[src/rtl/frame_deser.sv]
// Serial-to-parallel frame receiver with HUNT/SYNC/LOCKED acquisition and a valid/ready output.
// Define DESER_ERRCNT_EN to build the saturating error counter; otherwise err_count is tied to 0.
module frame_deser #(
    parameter int FRAME_BITS  = 256,
    parameter int LOCK_FRAMES = 2,
    parameter int UNLOCK_ERRS = 3,
    parameter int ERR_CNT_W   = 16
) (
    input  logic                  sclk,
    input  logic                  rst,
    input  logic                  sdata,
    input  logic                  sfs,
    input  logic                  pready,
    input  logic                  err_clr,
    output logic                  pvalid,
    output logic [FRAME_BITS-1:0] pdata,
    output logic                  locked,
    output logic                  frame_err,
    output logic                  overrun,
    output logic [ERR_CNT_W-1:0]  err_count,
    output logic [1:0]            state_dbg
);

    localparam int BW   = $clog2(FRAME_BITS + 1);
    localparam int GW   = $clog2(LOCK_FRAMES + 1);
    localparam int BADW = $clog2(UNLOCK_ERRS + 1);

    localparam logic [BW-1:0]   FULL      = BW'(FRAME_BITS);
    localparam logic [GW-1:0]   GOOD_LAST = GW'(LOCK_FRAMES - 1);
    localparam logic [BADW-1:0] BAD_LAST  = BADW'(UNLOCK_ERRS - 1);

    typedef enum logic [1:0] {
        HUNT   = 2'd0,
        SYNC   = 2'd1,
        LOCKED = 2'd2
    } state_t;

    state_t                r_state;
    logic [FRAME_BITS-1:0] r_shift;
    logic [BW-1:0]         r_bitcnt;
    logic                  r_overlong;
    logic [GW-1:0]         r_good_cnt;
    logic [BADW-1:0]       r_bad_cnt;
    logic                  r_locked;
    logic                  r_pvalid;
    logic [FRAME_BITS-1:0] r_pdata;
    logic                  r_frame_err;
    logic                  r_overrun;

    logic w_in_frame;
    logic w_full;
    logic w_close;
    logic w_good;
    logic w_short;
    logic w_long;
    logic w_err;
    logic w_deliver;

    // An overlong frame is already reported, so its closing sfs is neither good nor short.
    assign w_in_frame = (r_state != HUNT);
    assign w_full     = (r_bitcnt == FULL);
    assign w_close    = sfs && w_in_frame;
    assign w_good     = w_close && w_full && !r_overlong;
    assign w_short    = w_close && !w_full;
    assign w_long     = !sfs && w_full && w_in_frame && !r_overlong;
    assign w_err      = w_short || w_long;
    assign w_deliver  = w_good && (r_state == LOCKED);

    always_ff @(posedge sclk or posedge rst) begin
        if (rst) begin
            r_shift    <= '0;
            r_bitcnt   <= '0;
            r_overlong <= 1'b0;
        end else begin
            if (sfs) begin
                r_shift    <= {{(FRAME_BITS-1){1'b0}}, sdata};
                r_bitcnt   <= BW'(1);
                r_overlong <= 1'b0;
            end else if (!w_full) begin
                r_shift  <= {r_shift[FRAME_BITS-2:0], sdata};
                r_bitcnt <= r_bitcnt + BW'(1);
            end
            if (w_long) begin
                r_overlong <= 1'b1;
            end
        end
    end

    always_ff @(posedge sclk or posedge rst) begin
        if (rst) begin
            r_state    <= HUNT;
            r_good_cnt <= '0;
            r_bad_cnt  <= '0;
            r_locked   <= 1'b0;
        end else begin
            case (r_state)
                HUNT: begin
                    if (sfs) begin
                        r_state    <= SYNC;
                        r_good_cnt <= '0;
                    end
                end
                SYNC: begin
                    if (w_good) begin
                        if (r_good_cnt == GOOD_LAST) begin
                            r_state    <= LOCKED;
                            r_locked   <= 1'b1;
                            r_good_cnt <= '0;
                            r_bad_cnt  <= '0;
                        end else begin
                            r_good_cnt <= r_good_cnt + GW'(1);
                        end
                    end else if (w_err) begin
                        r_good_cnt <= '0;
                    end
                end
                LOCKED: begin
                    if (w_good) begin
                        r_bad_cnt <= '0;
                    end else if (w_err) begin
                        if (r_bad_cnt == BAD_LAST) begin
                            r_state    <= SYNC;
                            r_locked   <= 1'b0;
                            r_good_cnt <= '0;
                            r_bad_cnt  <= '0;
                        end else begin
                            r_bad_cnt <= r_bad_cnt + BADW'(1);
                        end
                    end
                end
                default: begin
                    r_state  <= HUNT;
                    r_locked <= 1'b0;
                end
            endcase
        end
    end

    // Handshake: a frame transfers on a clock edge where pvalid and pready are both high;
    // pdata holds still while pvalid is high and pready is low, and is kept after transfer.
    always_ff @(posedge sclk or posedge rst) begin
        if (rst) begin
            r_pvalid    <= 1'b0;
            r_pdata     <= '0;
            r_frame_err <= 1'b0;
            r_overrun   <= 1'b0;
        end else begin
            r_frame_err <= w_err;
            r_overrun   <= 1'b0;
            if (w_deliver) begin
                if (!r_pvalid || pready) begin
                    r_pdata  <= r_shift;
                    r_pvalid <= 1'b1;
                end else begin
                    r_overrun <= 1'b1;
                end
            end else if (r_pvalid && pready) begin
                r_pvalid <= 1'b0;
            end
        end
    end

`ifdef DESER_ERRCNT_EN
    logic [ERR_CNT_W-1:0] r_err_count;

    always_ff @(posedge sclk or posedge rst) begin
        if (rst) begin
            r_err_count <= '0;
        end else if (err_clr) begin
            r_err_count <= '0;
        end else if (w_err && (r_err_count != {ERR_CNT_W{1'b1}})) begin
            r_err_count <= r_err_count + ERR_CNT_W'(1);
        end
    end

    assign err_count = r_err_count;
`else
    logic w_unused_err_clr;

    assign w_unused_err_clr = err_clr;
    assign err_count        = '0;
`endif

    assign pvalid    = r_pvalid;
    assign pdata     = r_pdata;
    assign locked    = r_locked;
    assign frame_err = r_frame_err;
    assign overrun   = r_overrun;
    assign state_dbg = r_state;

endmodule

[config.mk]
export PLATFORM = sky130hd
export DESIGN_NAME = frame_deser
export DESIGN_NICKNAME = d
export VERILOG_FILES = /design/src/rtl/frame_deser.sv
export SDC_FILE = /design/constraint.sdc
export NUM_CORES = 1
export LEC_CHECK = 0
export BUFFER_PORTS_ARGS = -buffer_cell sky130_fd_sc_hd__buf_2
export CAP_MARGIN = 20
export CORE_ASPECT_RATIO = 1.25
export CORE_MARGIN = 5
export CORE_UTILIZATION = 57
export DETAILED_ROUTE_END_ITERATION = 12
export PLACE_DENSITY_LB_ADDON = 0.2
export REMOVE_ABC_BUFFERS = 1
export SLEW_MARGIN = 20
export SYNTH_ARGS = -nofsm -noshare
export SYNTH_HDL_FRONTEND = slang
export SYNTH_SLANG_ARGS = --single-unit
[constraint.sdc]
create_clock -name sclk -period 22.8 [get_ports sclk]
set_input_delay 3.42 -clock sclk [delete_from_list [all_inputs] [get_ports sclk]]
set_output_delay 3.42 -clock sclk [all_outputs]
set_load 0.02 [all_outputs]
==> run summary, run 1 <==
WORST SETUP PATH
--------------------------------------------------------------------------------------------------
Buffers & Inverters on Critical Path                                                             3
Reg2reg path depth                                                                               8
Critical path peak fanout                                                                      188
Required time of the worst setup path                                                     23.24 ns
Critical Path Source Type                                                               input port
Crit Path Category                                                                       in -> reg
Worst R2R Start                                                                        r_bitcnt[0]
Category of the worst setup path capture point                                                flop
Worst stage delay on the critical path                                                     0.87 ns
End point of the critical path                                                          pdata[226]
Reg2Reg Capture Point                                                                   pdata[226]
Path length in cells of the critical path                                                        6
Worst EP arrival                                                                           6.40 ns
Worst-case register-to-register setup slack                                               19.27 ns
Critical path cell sequence                                                           clkbuf_8 > nor2b_1 > nand4_1 > buf_12 > buf_4 > mux2_2
CP max-delay cell                                                                            buf_4
Setup crit start                                                                               sfs
Crit-path leading delay family                                                        buffers and inverters

SYNTHESIS
--------------------------------------------------------------------------------------------------
Library cell occupying the most area in the post-synthesis netlist                         dfrtp_1
Number of warning messages in the yosys log                                                      0
Predominant post-synthesis flop cell                                                       dfrtp_1
Leading cell type by number of instances after synthesis                                   dfrtp_1
Cells after synthesis                                                                         1774
Flip-flop and latch count after synthesis                                                      532
Commonest cells in the synthesized netlist                                            532 x dfrtp_1, 518 x nand2_1, 259 x a21oi_1, 236 x mux2_2, 88 x clkbuf_1
Cell variety after synth                                                                        46
Fraction of registers with async set/reset                                                  100.0%
Number of enable-type register cells in the synthesized netlist                                  0
Mapped cell area                                                                        20570 um^2
Sequential area share after synthesis                                                       64.71%
Synth area leaders                                                                    dfrtp_1 65%, mux2_2 13%, nand2_1 9.5%
Area share of the largest cell type after synthesis                                         64.71%
Average size of a mapped cell                                                           11.60 um^2

CLOCK NETWORK
--------------------------------------------------------------------------------------------------
Clock tree from TritonCTS                                                                      yes
Resize count post-CTS                                                                            0
Clock transition time at the flip-flop clock pins of the worst setup and hold paths        0.07 ns
Number of CTS-inserted buffers                                                                  50
Max Buffers Root-to-Sink                                                                         3
Number of buffers added to fix hold violations after cts                                         0
Master cell of the clock root buffer                                                     clkbuf_16
Number of buffers inserted by post-CTS setup repair                                              0
Number of sinks handled by clock tree synthesis                                                532
H-tree depth reported by CTS                                                                     2
Clock latency at the later pin of the worst-skew pair                                      0.56 ns

DIE
--------------------------------------------------------------------------------------------------
Core footprint                                                                          35550 um^2
Die Y-Extent                                                                              222.4 um
Width of the die                                                                          179.9 um
Ports                                                                                          284
Die Footprint                                                                           40010 um^2
Standard-cell row count                                                                         77
Initial Utilization                                                                         57.87%

POWER
--------------------------------------------------------------------------------------------------
Power density over the cells                                                          79.00 nW/um^2
Leakage                                                                                   12.14 nW
Maximum resistive drop on vdd                                                             75.30 uV

FINISH
--------------------------------------------------------------------------------------------------
Area occupied by multi-input gates                                                       6695 um^2
Count of inserted antenna diode cells                                                            0
Area of all placed cells without fillers                                                24000 um^2
Combined flip-flop and latch cell area                                                  13310 um^2
Layout Nets                                                                                   1996
Fill cell total of the finished layout                                                        2714
Final core utilization                                                                      67.52%
Layout area overhead                                                                        16.68%
Fraction of layout cells with a size suffix above 1                                         30.00%

TIMING
--------------------------------------------------------------------------------------------------
Final worst slack                                                                         16.83 ns
Setup TNS Final                                                                               0 ns
Post-layout min period                                                                    5.968 ns
Number of hold violations in the final report                                                    0
Setup-violating endpoint count in the final report                                               0
Final max-slew violation count                                                                   0
Fin Hold WS                                                                              0.4843 ns
Unrepaired setup endpoints after global routing                                                 no
Worst slew margin relative to its limit                                                     26.96%
Max Clk Rate                                                                            0.1676 GHz
Period Utilization, post-route                                                              26.17%
Worst-margin pin slew                                                                     1.096 ns
Clock Skews                                                                             0.01248 ns

PLACED DESIGN
--------------------------------------------------------------------------------------------------
Placed Instance Area                                                                    22110 um^2
HPWL after DPL                                                                            25.42 mm
Post-Place Worst Slack                                                                    16.18 ns
IO Port Bufs                                                                                   266
Final weighted congestion in routability-driven placement                                   0.7722

DRT
--------------------------------------------------------------------------------------------------
Violation count after the first detailed-route iteration                                       971
Via density per instance                                                                     5.426
Vias post-DR                                                                                 13586
Post-detailed-routing wire length                                                         43.08 mm
Detail-routed net length per standard cell                                                17.21 um
Post-detailed-route count of antenna-violating nets                                              0
Initial DRT Pass Iterations                                                                      4
Residual DRC count                                                                               0

GRT
--------------------------------------------------------------------------------------------------
Number of global-route vias before repair                                                    13899
Global-route wire length before repair                                                    71.42 mm
Maximum number of pins on one net before global-route repair                                   209
Overall Global Routing Usage                                                                21.28%
Overflow left after global routing                                                               0
Antenna violations before repair                                                                 0

STATUS
--------------------------------------------------------------------------------------------------
Run status                                                                            finished, final reports clean

HOLD PATH
--------------------------------------------------------------------------------------------------
Path class of the lowest-slack min-delay path                                           reg -> reg

JOB
--------------------------------------------------------------------------------------------------
Number of max-cap violations                                                                     0

## state kept, by name (all words and copies together), names as in the netlist
name,flops
overrun,1
r_good_cnt,2
pdata,256
r_bad_cnt,2
locked,1
r_bitcnt,9
r_overlong,1
frame_err,1
pvalid,1
state_dbg,2
r_shift,256
## where the power goes
part / switching [mW] / internal, mW
logic: 0.0313 / 0.00433
registers: 0.00161 / 0.946
clock network: 0.350 / 0.563
## kinds of logic after synthesis
kind of cell               Yosys count  share of synthesized area (%)
muxes                              257                          14.07
DFF                                532                          64.71
xor gates and xnor gates             7                         0.2980
buffers and inverters              141                          3.053
adders and majority gates            2                         0.1216
AOI/OAI and AO/OA                  277                          7.049
other                                1                        0.01823
and+or+nand+nor                    557                          10.68
## routing by layer
metal	up-vias	share of wire, %	track usage [%]	wire length, um
li1	6313	-	-	-
met1	6888	40	27.16	17440
met2	311	50	35.81	21580
met3	74	6.5	5.775	2799
met4	0	2.9	6.663	1265
met5	-	0	0	0
## area by class of cell
| type | instances | share of cell area [%] |
|---|---|---|
| clock buffer | 72 | 6.281 |
| clock inverter | 22 | 1.480 |
| tap | 474 | 2.471 |
| sequential | 532 | 55.46 |
| timing repair buffer | 279 | 6.244 |
| multi-input combinational | 1116 | 27.89 |
| inverter | 9 | 0.1720 |
## through the flow
stage | instances | total power [mW]
final | 2504 | 1.896
after global routing | 2504 | 1.965
after CTS | 2503 | 1.917
after detailed placement | 2409 | 1.002
after global placement | 2409 | 1.001
after floorplan | 1657 | 0.9859
## cell usage in the layout (no fill, tap or decap), types with 4 or more instances in the layout
master	count
a21oi_1	259
bufinv_16	9
clkinvlp_4	5
mux2_2	236
clkinv_2	6
xor2_1	5
dfrtp_1	532
nand3_1	5
inv_1	8
mux2_1	21
buf_4	6
nand2_1	517
clkbuf_1	8
clkbuf_16	53
clkbuf_8	12
buf_2	265
o21ai_0	5
nor2_1	9
buf_12	4
conb_1	16
## how the worst min path moves through the flow
stage            startpoint  slack, ns    endpoint  depth (start not counted)
2_1_floorplan  r_shift[142]       0.48  pdata[142]                          1
4_1_cts          pdata[154]       0.49  pdata[154]                          1
6_report         pdata[150]       0.48  pdata[150]                          1
5_1_grt          pdata[224]       0.51  pdata[224]                          1
3_3_place_gp     pdata[153]       0.47  pdata[153]                          1
3_5_place_dp     pdata[150]       0.48  pdata[150]                          1
Note: power is estimated with default switching activity, not from simulation.
==> run 2, diff against run 1 <==
Settings changed: ABC_AREA set to 1, CORE_UTILIZATION 57 to 52.
Clock period 22.8 ns to 5 ns, I/O delays scaled along.
==> run summary, run 2 <==
POWER
--------------------------------------------------------------------------------------------------
Power density over the cells                                                          360.6 nW/um^2   +360%
Part of the total power dissipated in sequential elements                                    50.4%   +0.5 points
Net load switching power                                                                  1.867 mW   +390%
Leakage                                                                                   11.27 nW   -7.2%
Maximum resistive drop on vdd                                                             276.8 uV   +270%
Int Power                                                                                 6.773 mW   +350%
Fraction of power spent switching nets                                                      21.61%   +1.4 points
Comb power frac                                                                               3.7%   +1.8 points
Pwr Total                                                                                 8.639 mW   +360%
Proportion of power drawn by the clock network                                               45.9%   -2.3 points

SYNTHESIS
--------------------------------------------------------------------------------------------------
Commonest cells in the synthesized netlist                                            532 x dfrtp_1, 285 x nand2_1, 275 x inv_1, 268 x o21ai_0, 265 x nand3_1
Area share of the largest cell type after synthesis                                         63.61%   -1.1 points
Predominant post-synthesis flop cell                                                       dfrtp_1
Average size of a mapped cell                                                           10.03 um^2   -14%
Flip-flop and latch count after synthesis                                                      532   unchanged
Number of warning messages in the yosys log                                                      0   unchanged
Number of enable-type register cells in the synthesized netlist                                  0   unchanged
Mapped cell area                                                                        20930 um^2   +1.7%
Cell variety after synth                                                                        29   -37%
Fraction of registers with async set/reset                                                  100.0%   unchanged
Cells after synthesis                                                                         2087   +18%
Synth area leaders                                                                    dfrtp_1 64%, o21ai_0 6.4%, nand3_1 6.3%
Library cell occupying the most area in the post-synthesis netlist                         dfrtp_1
Sequential area share after synthesis                                                       63.61%   -1.1 points
Leading cell type by number of instances after synthesis                                   dfrtp_1

DRT
--------------------------------------------------------------------------------------------------
Initial DRT Pass Iterations                                                                      5   +1
Post-detailed-routing wire length                                                         45.28 mm   +5.1%
Via density per instance                                                                     5.229   -3.6%
Residual DRC count                                                                               0   unchanged
Violation count after the first detailed-route iteration                                      1085   +12%
Post-detailed-route count of antenna-violating nets                                              0   unchanged
Vias post-DR                                                                                 14777   +8.8%
Detail-routed net length per standard cell                                                16.02 um   -6.9%

GRT
--------------------------------------------------------------------------------------------------
Antenna violations before repair                                                                 0   unchanged
Overflow left after global routing                                                               0   unchanged
Maximum number of pins on one net before global-route repair                                   143   -32%
Number of global-route vias before repair                                                    14794   +6.4%
Global-route wire length before repair                                                    75.31 mm   +5.4%
Overall Global Routing Usage                                                                20.32%   -0.96 points

CLOCK NETWORK
--------------------------------------------------------------------------------------------------
Master cell of the clock root buffer                                                     clkbuf_16
Resize count post-CTS                                                                            0   unchanged
Max Buffers Root-to-Sink                                                                         3   unchanged
Clock transition time at the flip-flop clock pins of the worst setup and hold paths        0.07 ns   about the same
Clock latency at the later pin of the worst-skew pair                                      0.56 ns   about the same
Number of buffers inserted by post-CTS setup repair                                              0   unchanged
Number of buffers added to fix hold violations after cts                                         0   unchanged
H-tree depth reported by CTS                                                                     2   unchanged
Number of sinks handled by clock tree synthesis                                                532   unchanged
Clock tree from TritonCTS                                                                      yes
Number of CTS-inserted buffers                                                                  50   unchanged

DIE
--------------------------------------------------------------------------------------------------
Standard-cell row count                                                                         82   +6.5%
Ports                                                                                          284   unchanged
Width of the die                                                                          189.4 um   +5.3%
Die Footprint                                                                           44390 um^2   +11%
Die Y-Extent                                                                              234.3 um   +5.4%
Core footprint                                                                          39910 um^2   +12%
Initial Utilization                                                                         52.44%   -5.4 points

TIMING
--------------------------------------------------------------------------------------------------
Worst-margin pin slew                                                                    0.9841 ns   -0.1115 ns
Unrepaired setup endpoints after global routing                                                 no
Setup-violating endpoint count in the final report                                               0   unchanged
Post-layout min period                                                                    2.794 ns
Worst slew margin relative to its limit                                                     34.39%   +7.4 points
Period Utilization, post-route                                                              55.88%
Final max-slew violation count                                                                   0   unchanged
Clock Skews                                                                             0.01402 ns   +0.001532 ns
Max Clk Rate                                                                            0.3579 GHz
Number of hold violations in the final report                                                    0   unchanged

JOB
--------------------------------------------------------------------------------------------------
Number of max-cap violations                                                                     0   unchanged

PLACED DESIGN
--------------------------------------------------------------------------------------------------
HPWL after DPL                                                                            27.58 mm   +8.5%
Dpl cells                                                                                     2732   +13%
IO Port Bufs                                                                                   266   unchanged
Placed Instance Area                                                                    22210 um^2   +0.43%
Final weighted congestion in routability-driven placement                                   0.7888   +2.1%

STATUS
--------------------------------------------------------------------------------------------------
Run status                                                                            finished, final reports clean

WORST SETUP PATH
--------------------------------------------------------------------------------------------------
Required time of the worst setup path                                                      5.48 ns   -17.76 ns
Worst EP arrival                                                                           3.27 ns   -3.13 ns
Crit Path Category                                                                      reg -> reg
Worst R2R Start                                                                        r_bitcnt[0]
Category of the worst setup path capture point                                                flop
Critical Path Source Type                                                                     flop
Setup crit start                                                                       r_bitcnt[0]
Worst-case register-to-register setup slack                                                2.21 ns   -17.06 ns
Critical path peak fanout                                                                      132   -30%

HOLD PATH
--------------------------------------------------------------------------------------------------
Path class of the lowest-slack min-delay path                                          in -> async

FINISH
--------------------------------------------------------------------------------------------------
Commonest non-fill, non-tap cells in the layout                                       532 x dfrtp_1, 285 x nand2_1, 273 x inv_1
Count of inserted antenna diode cells                                                            0   unchanged
Leading cell type in the layout, fill and taps excluded                                    dfrtp_1
Number of cells in the finished layout apart from fillers                                     2826   +13%
Layout Nets                                                                                   2288   +15%
Layout area overhead                                                                        14.46%
Area of all placed cells without fillers                                                23960 um^2   -0.20%
Fraction of layout cells with a size suffix above 1                                         19.38%   -11 points

run 2: cell types whose count changed after synthesis, sizes merged, moves of 4 or more:
cell	change
a21oi	-255
buf	+63
clkbuf	-36
inv	+270
mux2	-257
nand2	-232
nand3	+261
nor2	+8
nor3	+4
o21ai	+519
xor2	-4
run 2: area by class of cell:
class                      instances  area, um^2
sequential                       532       13310
clock buffer                      74        1525
timing repair buffer             285        1599
fill                            3359       15960
tap                              504       630.6
multi-input combinational       1132        5588
clock inverter                    20       225.2
inverter                         279        1075
run 2: routing by layer:
| layer | GRT usage (%) | part of all wire, % |
|---|---|---|
| met3 | 4.586 | 5.9 |
| met2 | 34.11 | 49 |
| met1 | 27.43 | 43 |
| met5 | 0 | 0 |
| met4 | 4.591 | 1.6 |
run 2: power groups by stage:
stage               sequential, mW  clock (mW)  combinational [mW]
global route                  4.36        4.23               0.363
CTS                           4.36        4.06               0.326
global placement              4.43           0               0.319
floorplan                     4.46           0               0.204
finish                        4.36        3.97               0.316
detailed placement            4.44           0               0.326
run 2: final timing paths:
| check | to | depth (start not counted) |
|---|---|---|
| min in group sclk | r_shift[0] | 3 |
| max reg2reg | r_shift[40] | 11 |
| min | r_shift[247] | 2 |
| max in group asynchronous | r_shift[0] | 3 |
| max | r_shift[40] | 11 |
| min reg2reg | pdata[222] | 2 |
run 2: worst max-delay path, stage by stage (launching register included):
cell	delay [ns]
dfrtp_1	0.40
inv_1	0.06
ha_1	0.21
nand2_1	0.07
inv_1	0.03
nand2_1	0.04
nor2_1	0.05
buf_4	0.18
inv_8	0.51
buf_4	0.67
nand3_1	0.20
o21ai_0	0.14
run 2: logic make-up after synthesis:
logic type               count (synthesis)  share of synthesized area, %
AO/OA/AOI/OAI                          532                         14.01
XOR/XNOR                                 1                       0.04186
adder cells (fa/ha/maj)                  2                        0.1195
buffers and inverters                  438                         9.960
flip-flops                             532                         63.61
other                                    1                       0.01792
AND/OR/NAND/NOR                        581                         12.24
run 2: through the flow:
stage	worst slack [ns]	TNS [ns]	hold slack, ns	utilization, %
floorplan	-10.62	-6028.22	0.4419	-
global placement	1.734	0	0.4573	55.64
detailed placement	1.677	0	0.4606	55.64
CTS	2.176	0	0.4101	60.02
global route	1.974	0	0.4364	60.02
finish	2.206	0	0.4034	60.02
==> run 3, diff against run 2 <==
Clock period 5 ns to 2.4 ns, I/O delays scaled along.
==> run summary, run 3 (synthesis results as in run 2) <==
STATUS
--------------------------------------------------------------------------------------------------
Run status                                                                            finished, final reports clean

CLOCK NETWORK
--------------------------------------------------------------------------------------------------
Clock latency at the later pin of the worst-skew pair                                      0.56 ns   about the same
Number of CTS-inserted buffers                                                                  50   unchanged
Number of sinks handled by clock tree synthesis                                                532   unchanged
Master cell of the clock root buffer                                                     clkbuf_16
H-tree depth reported by CTS                                                                     2   unchanged
Number of buffers inserted by post-CTS setup repair                                              0   unchanged
Max Buffers Root-to-Sink                                                                         3   unchanged
Clock tree from TritonCTS                                                                      yes
Clock transition time at the flip-flop clock pins of the worst setup and hold paths        0.06 ns   about the same

WORST SETUP PATH
--------------------------------------------------------------------------------------------------
Most common cell type on the critical path                                                 nand2_1
Worst EP arrival                                                                           2.61 ns   -0.66 ns
Critical Path Source Type                                                                     flop
Buffers & Inverters on Critical Path                                                             5   unchanged
Crit Path Category                                                                      reg -> reg
CP max-delay cell                                                                          dfrtp_1
Critical path peak fanout                                                                       77   -42%
Worst-case register-to-register setup slack                                                0.23 ns   -1.98 ns
Category of the worst setup path capture point                                                flop
Path length in cells of the critical path                                                       13   +2
Required time of the worst setup path                                                      2.84 ns   -2.64 ns
Crit-path leading delay family                                                        buffers and inverters
Reg2reg path depth                                                                              13   +2
Critical path cell sequence                                                           inv_1 > ha_1 > nand2_1 > inv_1 > nand2_1 > nor2_2 > nand2_2 > inv_2 > nand3_4 > buf_12 > buf_12 > nand2_1 > o21ai_2
Worst stage delay on the critical path                                                     0.42 ns   -0.25 ns

PLACED DESIGN
--------------------------------------------------------------------------------------------------
HPWL after DPL                                                                            29.34 mm   +6.4%
IO Port Bufs                                                                                   266   unchanged
Final weighted congestion in routability-driven placement                                   0.8333   +5.6%
Post-Place Worst Slack                                                                   0.2151 ns   -1.462 ns

TIMING
--------------------------------------------------------------------------------------------------
Worst slew margin relative to its limit                                                     16.00%   -18 points
Max Clk Rate                                                                            0.4600 GHz   +29%
Worst-margin pin slew                                                                     1.260 ns   +0.2758 ns
Unrepaired setup endpoints after global routing                                                 no
Period Utilization, post-route                                                              90.58%   +35 points
Final worst slack                                                                        0.2262 ns   -1.980 ns
Post-layout min period                                                                    2.174 ns   -0.6199 ns
Number of hold violations in the final report                                                    0   unchanged
Final max-slew violation count                                                                   0   unchanged
Clock Skews                                                                             0.01188 ns   -0.002136 ns
Setup-violating endpoint count in the final report                                               0   unchanged

GRT
--------------------------------------------------------------------------------------------------
Overall Global Routing Usage                                                                20.88%   +0.57 points
Number of global-route vias before repair                                                    15023   +1.5%
Antenna violations before repair                                                                 0   unchanged
Overflow left after global routing                                                               0   unchanged
Global-route wire length before repair                                                    77.01 mm   +2.3%
Maximum number of pins on one net before global-route repair                                   217   +52%

DRT
--------------------------------------------------------------------------------------------------
Initial DRT Pass Iterations                                                                      5   unchanged
Post-detailed-routing wire length                                                         46.69 mm   +3.1%
Residual DRC count                                                                               0   unchanged
Detail-routed net length per standard cell                                                16.37 um   +2.2%
Violation count after the first detailed-route iteration                                      1126   +3.8%
Vias post-DR                                                                                 14938   +1.1%
Post-detailed-route count of antenna-violating nets                                              0   unchanged
Via density per instance                                                                     5.240   +0.20%

HOLD PATH
--------------------------------------------------------------------------------------------------
Number of stages on the worst hold path                                                          2
Path class of the lowest-slack min-delay path                                            in -> reg

DIE
--------------------------------------------------------------------------------------------------
Core footprint                                                                          39910 um^2   unchanged
Ports                                                                                          284   unchanged
Die Y-Extent                                                                              234.3 um   unchanged
Width of the die                                                                          189.4 um   unchanged
Die Footprint                                                                           44390 um^2   unchanged
Initial Utilization                                                                         52.44%   unchanged
Standard-cell row count                                                                         82   unchanged

FINISH
--------------------------------------------------------------------------------------------------
Layout Nets                                                                                   2316   +1.2%
Layout area overhead                                                                        15.90%
Commonest non-fill, non-tap cells in the layout                                       532 x dfrtp_1, 285 x nand2_1, 273 x inv_1
Final core utilization                                                                      60.78%   +0.75 points
Leading cell type in the layout, fill and taps excluded                                    dfrtp_1
Fill cell total of the finished layout                                                        3468   +3.2%
Count of inserted antenna diode cells                                                            0   unchanged
Fraction of layout cells with a size suffix above 1                                         20.15%   +0.77 points

JOB
--------------------------------------------------------------------------------------------------
Number of max-cap violations                                                                     0   unchanged

POWER
--------------------------------------------------------------------------------------------------
Leakage                                                                                   11.42 nW   +1.4%
Maximum resistive drop on vdd                                                             661.0 uV   +140%
Power density over the cells                                                          736.2 nW/um^2   +100%

==> run 3: changes by cell type in the layout (fill, tap and decap cells not counted), sizes merged <==
cell / delta
buf: +26
clkinv: -4
bufinv: -2
clkbuf: +2
dlygate4sd3: +2
clkinvlp: +1
==> run 3: final timing paths <==
kind,from,endpoint
max,r_bitcnt[0],pdata[222]
min,sfs,r_bitcnt[8]
max reg2reg,r_bitcnt[0],pdata[222]
min reg2reg,r_good_cnt[0],r_good_cnt[0]
max in group asynchronous,rst,r_shift[83]
min in group asynchronous,rst,pdata[115]
==> run 3: metal layers <==
layer | vias up | GRT usage (%) | part of all wire (%)
met5 | - | 0 | 0
met4 | 0 | 6.581 | 2.6
met3 | 65 | 4.050 | 5.4
met2 | 332 | 34.19 | 49
met1 | 7364 | 28.60 | 43
li1 | 7177 | - | -
==> run 3: power breakdown <==
group / switching [mW] / internal (mW) / leakage [nW]
Clock: 3.35 / 4.75 / 0.844
Sequential: 0.0492 / 9.03 / 7.42
Combinational: 0.521 / 0.161 / 3.16
==> run 3: final cells by class <==
type	count	area, um^2	area share (%)
tap	504	630.6	2.600
inverter	279	1075	4.431
multi-input combinational	1132	5590	23.05
timing repair buffer	313	1952	8.047
sequential	532	13310	54.89
clock buffer	76	1543	6.360
clock inverter	15	152.6	0.6293
==> run 3: timing repair <==
action,CTS,global route
gates resized for setup,0,1
hold buffers,2,0
hold endpoints to repair,51,0
endpoints found under the setup margin,0,2
==> run 3: worst register-to-register path, stage by stage, from the launching register on <==
cell and delay (ns):
dfrtp_1 0.42, inv_1 0.07, ha_1 0.15, nand2_1 0.05
inv_1 0.05, nand2_1 0.06, nor2_2 0.18, nand2_2 0.09
inv_2 0.10, nand3_4 0.10, buf_12 0.22, buf_12 0.30
nand2_1 0.19, o21ai_2 0.06
==> run 3: per-stage QoR <==
stage          setup TNS [ns]  power, mW  instance area [um^2]  instances  hold slack [ns]
2_1_floorplan        -8156.84      9.717                 19950       1943           0.4264
3_3_place_gp                0      9.919                 22540       2758           0.4375
3_5_place_dp                0      9.938                 22540       2758           0.4540
4_1_cts                     0      18.04                 24250       2851           0.1191
5_1_grt                     0      18.49                 24260       2851           0.1405
6_report                    0      17.86                 24260       2851           0.1509
